--- src/rtl/uart_rx_ctrl.sv ---
// UART receive controller: live config with between-frame updates, received-byte FIFO, overflow flag.
// Latency: pushed byte visible on m_valid/m_data 1 cycle after rx_data_valid; config applies 1 cycle after cfg_pending.
// Backpressure: m_valid/m_ready handshake; a byte arriving on a full FIFO with no pop is dropped and sets overflow.
// Optional: define UART_RX_ERR_CNT_EN to add the saturating err_cnt frame-error counter port.
module uart_rx_ctrl #(
  parameter int          DATA_W       = 8,
  parameter int          DEPTH        = 4,
  parameter logic [1:0]  PRESCALE_RST = 2'b01,
  parameter logic        PAR_EN_RST   = 1'b0
) (
  input  logic                     clk,
  input  logic                     rst,
  input  logic                     cfg_wr,
  input  logic [1:0]               cfg_prescale,
  input  logic                     cfg_par_en,
  output logic                     cfg_pending,
  input  logic                     rx_busy,
  output logic [1:0]               rx_prescale,
  output logic                     rx_par_en,
  input  logic [DATA_W-1:0]        rx_data,
  input  logic                     rx_data_valid,
  input  logic                     rx_frame_err,
  output logic [DATA_W-1:0]        m_data,
  output logic                     m_valid,
  input  logic                     m_ready,
  output logic [$clog2(DEPTH):0]   fifo_level,
  output logic                     overflow,
`ifdef UART_RX_ERR_CNT_EN
  output logic [7:0]               err_cnt,
`endif
  input  logic                     ovf_clr
);

  localparam int AW = $clog2(DEPTH);
  localparam logic [AW:0] PTR_ONE = {{AW{1'b0}}, 1'b1};

  // Config shadow / live registers
  logic [1:0] shadow_prescale;
  logic       shadow_par_en;
  logic       apply;

  // Live settings may only move when the receiver is idle and not handing
  // over a byte, so a frame never sees a mix of old and new settings.
  assign apply = cfg_pending && !rx_busy && !rx_data_valid;

  // Shadow capture, pending flag and live update
  always_ff @(posedge clk or negedge rst) begin
    if (!rst) begin
      shadow_prescale <= PRESCALE_RST;
      shadow_par_en   <= PAR_EN_RST;
      cfg_pending     <= 1'b0;
      rx_prescale     <= PRESCALE_RST;
      rx_par_en       <= PAR_EN_RST;
    end else begin
      if (apply) begin
        rx_prescale <= shadow_prescale;
        rx_par_en   <= shadow_par_en;
      end
      // A write on the apply edge lands in the shadow and keeps pending set;
      // the live side takes the value that was in the shadow before it.
      if (cfg_wr) begin
        shadow_prescale <= cfg_prescale;
        shadow_par_en   <= cfg_par_en;
        cfg_pending     <= 1'b1;
      end else if (apply) begin
        cfg_pending <= 1'b0;
      end
    end
  end

  // FIFO pointers carry an extra wrap bit to tell full from empty
  logic [AW:0]       wr_ptr;
  logic [AW:0]       rd_ptr;
  logic [DATA_W-1:0] mem [DEPTH];
  logic              full;
  logic              empty;
  logic              push;
  logic              pop;
  logic              ovf_set;

  assign empty   = (wr_ptr == rd_ptr);
  assign full    = (wr_ptr[AW] != rd_ptr[AW]) && (wr_ptr[AW-1:0] == rd_ptr[AW-1:0]);
  assign pop     = !empty && m_ready;
  assign push    = rx_data_valid && (!full || pop);
  assign ovf_set = rx_data_valid && full && !pop;

  assign m_valid    = !empty;
  assign m_data     = mem[rd_ptr[AW-1:0]];
  assign fifo_level = wr_ptr - rd_ptr;

  // Pointer advance; push and pop may both happen on one edge
  always_ff @(posedge clk or negedge rst) begin
    if (!rst) begin
      wr_ptr <= '0;
      rd_ptr <= '0;
    end else begin
      if (push) wr_ptr <= wr_ptr + PTR_ONE;
      if (pop)  rd_ptr <= rd_ptr + PTR_ONE;
    end
  end

  // Storage write; on full-with-pop the slot being vacated is reused
  always_ff @(posedge clk) begin
    if (push) mem[wr_ptr[AW-1:0]] <= rx_data;
  end

  // Sticky overflow; a new drop outranks a clear in the same cycle
  always_ff @(posedge clk or negedge rst) begin
    if (!rst)          overflow <= 1'b0;
    else if (ovf_set)  overflow <= 1'b1;
    else if (ovf_clr)  overflow <= 1'b0;
  end

`ifdef UART_RX_ERR_CNT_EN
  // Saturating frame-error counter; an error outranks a clear
  always_ff @(posedge clk or negedge rst) begin
    if (!rst) begin
      err_cnt <= 8'd0;
    end else if (rx_frame_err) begin
      if (err_cnt != 8'hFF) err_cnt <= err_cnt + 8'd1;
    end else if (ovf_clr) begin
      err_cnt <= 8'd0;
    end
  end
`else
  // Frame errors need no action when the counter is left out
  logic unused_frame_err;
  assign unused_frame_err = rx_frame_err;
`endif

endmodule
--- config.mk ---
export PLATFORM = sky130hd
export DESIGN_NAME = uart_rx_ctrl
export DESIGN_NICKNAME = d
export VERILOG_FILES = /design/src/rtl/uart_rx_ctrl.sv
export SDC_FILE = /design/constraint.sdc
export NUM_CORES = 1
export LEC_CHECK = 0
export ABC_AREA = 1
export BUFFER_PORTS_ARGS = -buffer_cell sky130_fd_sc_hd__buf_2
export CAP_MARGIN = 25
export CELL_PAD_IN_SITES_DETAIL_PLACEMENT = 0
export CELL_PAD_IN_SITES_GLOBAL_PLACEMENT = 1
export CORE_ASPECT_RATIO = 1.75
export CORE_MARGIN = 4
export CORE_UTILIZATION = 39
export DETAILED_ROUTE_END_ITERATION = 8
export MAX_ROUTING_LAYER = met4
export PLACE_DENSITY = 0.75
export SLEW_MARGIN = 20
export SYNTH_ARGS = -nofsm -noshare
export SYNTH_HDL_FRONTEND = slang
export SYNTH_SLANG_ARGS = --single-unit
export TNS_END_PERCENT = 100
--- constraint.sdc ---
create_clock -name clk -period 2.1 [get_ports clk]
set_input_delay 0.105 -clock clk [delete_from_list [all_inputs] [get_ports clk]]
set_output_delay 0.105 -clock clk [all_outputs]
set_load 0.02 [all_outputs]
==> metrics <==
Worst path max stage delay 0.41 ns; Port Buffers 34; crit start category flip-flop; Synth Area per Inst 11.8 um^2; Yosys warning count 0; Primary FF master, synth edfxtp_1; Clock Skew 0.00595 ns; WL/cell 13.8 um; Pint 2.08 mW; Clock Latency Late Sink 0.29 ns; Fin Setup TNS 0 ns; crit end category flip-flop; drt first pass iters 4; TritonCTS clock tree yes; first-pass GRT wire length 6190 um; Lkg Pwr 1.03 nW; syn nets 193; vias per cell 4.96; Final Util 49.3%; Setup Buffers After CTS 0; nets@finish 240; DRC viols 0; most frequent cell after synthesis edfxtp_1; Syn Std Cell Area 1960 um^2; Reg clk slew, reported paths 0.08 ns; cell repeated most along the worst path nand2_4; initial core utilization 40.9%; post-synthesis cell count 166; Sw Ratio 39.9%; post-synth top area cell edfxtp_1; RSZ-0062 raised after global routing no; layout cells sized above 1 27.6%; Max Cap Viol 0; hold path startpoint cfg_prescale[1]; reg2reg path depth 8; area share of the largest cell type after synthesis 49.0%; Logic pwr share 45.3%; die height 102 um; worst-margin pin slew 0.719 ns; Worst Hold Slack 0.0300 ns; crit path DAT 1.86 ns; die area 6270 um^2; crit path max fanout 8; Fin. Hold Viols 0; P_sw 1.38 mW; Final setup viols 0; DRT Wirelength 3680 um; worst hold path depth 3; vias in the first global route 1383; CTS H-tree depth 2; worst setup path category flip-flop to flip-flop; Area Overhead vs Synth 20.4%; clock power share 18.3%; row count 33; initial antenna violation count 0; min Tclk post-route 1.93 ns; number of antenna diodes 0; Pwr Density 1470 nW/um^2; number of synthesized flops with an enable pin 32; Slew headroom 51.9%; Cell variety after synth 23; CTS Root Cell clkbuf_8; Yosys reg bits 46; buffer depth of the longest clock path 2; top cells by count, synth edfxtp_1, nand2_1, o21ai_0, nor2_1, inv_1; CTS buffer count 5; Slowest-stage cell, CP nor2_2; run status completed; Routed Antenna Nets 0; Final period util 92.0%; CTS Sinks 46; Worst Hold Class input port to flip-flop; DP Wirelength 2710 um; register area share after synthesis 67.0%; Synth area leaders edfxtp_1, dfrtp_1, o21ai_0; fin cells 266; IO Pins 36; Sequential Power Share 36.4%; Achievable Freq 518 MHz; Async SR Flop Fraction 30.4%; CP Data Required Time 2.03 ns; GR Overflow Total 0; Worst VDD drop 903 uV; Setup crit start wr_ptr[0]; placed insts 256; GP Congestion 0.708; reg-to-reg startpoint wr_ptr[0]; largest net degree at the start of global routing 20; Die X 61.6 um; vias 1320; Pins Over Slew Limit 0; GRT Overall Usage 13.9%; crit path cell chain inv_1 > ha_1 > nand2_1 > nor2_1 > nand2_4 > nand2_4 > buf_4 > nor2_2; Initial DRC Count 56; CORE AREA 4790 um^2
[placed cells by master, fill, tap and decap left out, types with 8 or more instances in the layout]
master    synthesis  layout
buf_2             1      34
buf_4             1       8
dfrtp_1          12      12
edfxtp_1         32      32
inv_1            16      16
nand2_1          23      23
nor2_1           20      19
o21ai_0          22      22
o22ai_1           8       8
[registers in the layout, summed over array words and instances, names as in the netlist]
name / flops
shadow_prescale: 2
shadow_par_en: 1
cfg_pending: 1
rd_ptr: 3
wr_ptr: 3
overflow: 1
rx_prescale: 2
mem: 32
rx_par_en: 1
[final timing paths]
path                                       to  slack [ns]
min in group asynchronous           rd_ptr[2]        0.24
max in group asynchronous      rx_prescale[0]        1.58
hold / removal             shadow_prescale[1]        0.03
setup reg to reg                    mem[3][5]        0.17
hold reg to reg            shadow_prescale[0]        0.48
setup / recovery                    mem[3][5]        0.17
[power groups by stage]
stage	registers [mW]	clock network, mW	logic, mW
floorplan	1.30	0	1.03
global placement	1.28	0	1.57
detailed placement	1.28	0	1.59
CTS	1.26	0.658	1.60
global route	1.28	0.698	1.77
finish	1.26	0.634	1.57
[cell type report]
type | count | area, um^2
Clock buffer | 6 | 72.6
Clock inverter | 2 | 37.5
Fill cell | 471 | 2430
Inverter | 17 | 63.8
Multi-Input combinational cell | 99 | 557
Sequential cell | 46 | 1310
Tap cell | 52 | 65.1
Timing Repair Buffer | 44 | 250
[per-stage QoR]
step | power (mW) | setup slack [ns] | cell area (um^2)
final | 3.46 | 0.169 | 2360
after CTS | 3.52 | 0.0709 | 2360
after floorplan | 2.34 | 0.127 | 1960
after detailed placement | 2.87 | 0.0645 | 2230
after global routing | 3.75 | 0.00898 | 2360
after global placement | 2.85 | 0.134 | 2230
[cells by family after synthesis]
logic type	count (synthesis)	synth area share (%)
and+or+nand+nor	56	12.6
DFF	46	67.0
AOI/OAI and AO/OA	32	8.81
buffers and inverters	21	4.72
adders and majority gates	8	5.49
xor gates and xnor gates	3	1.34
[what timing repair did]
action,4_1_cts,5_1_grt
resized for setup,0,1
hold endpoints to repair,15,0
setup endpoints to repair,0,8
hold buffers,2,0
[worst max-delay path, delay by kind of cell, from the launching register on]
family | cells | cell delay, ns
buf+inv | 2 | 0.22
simple gates | 5 | 0.69
flops | 1 | 0.35
fa+ha+maj | 1 | 0.31
[per-layer routing]
metal  track usage [%]  wire, um  vias to the layer above
met1              14.2      1420                      621
met3              3.06       204                        6
li1                  -         -                      657
met5                 -         0                        -
met4              4.90        64                        0
met2              24.8      1990                       36
(Power assumes the default switching activity.)
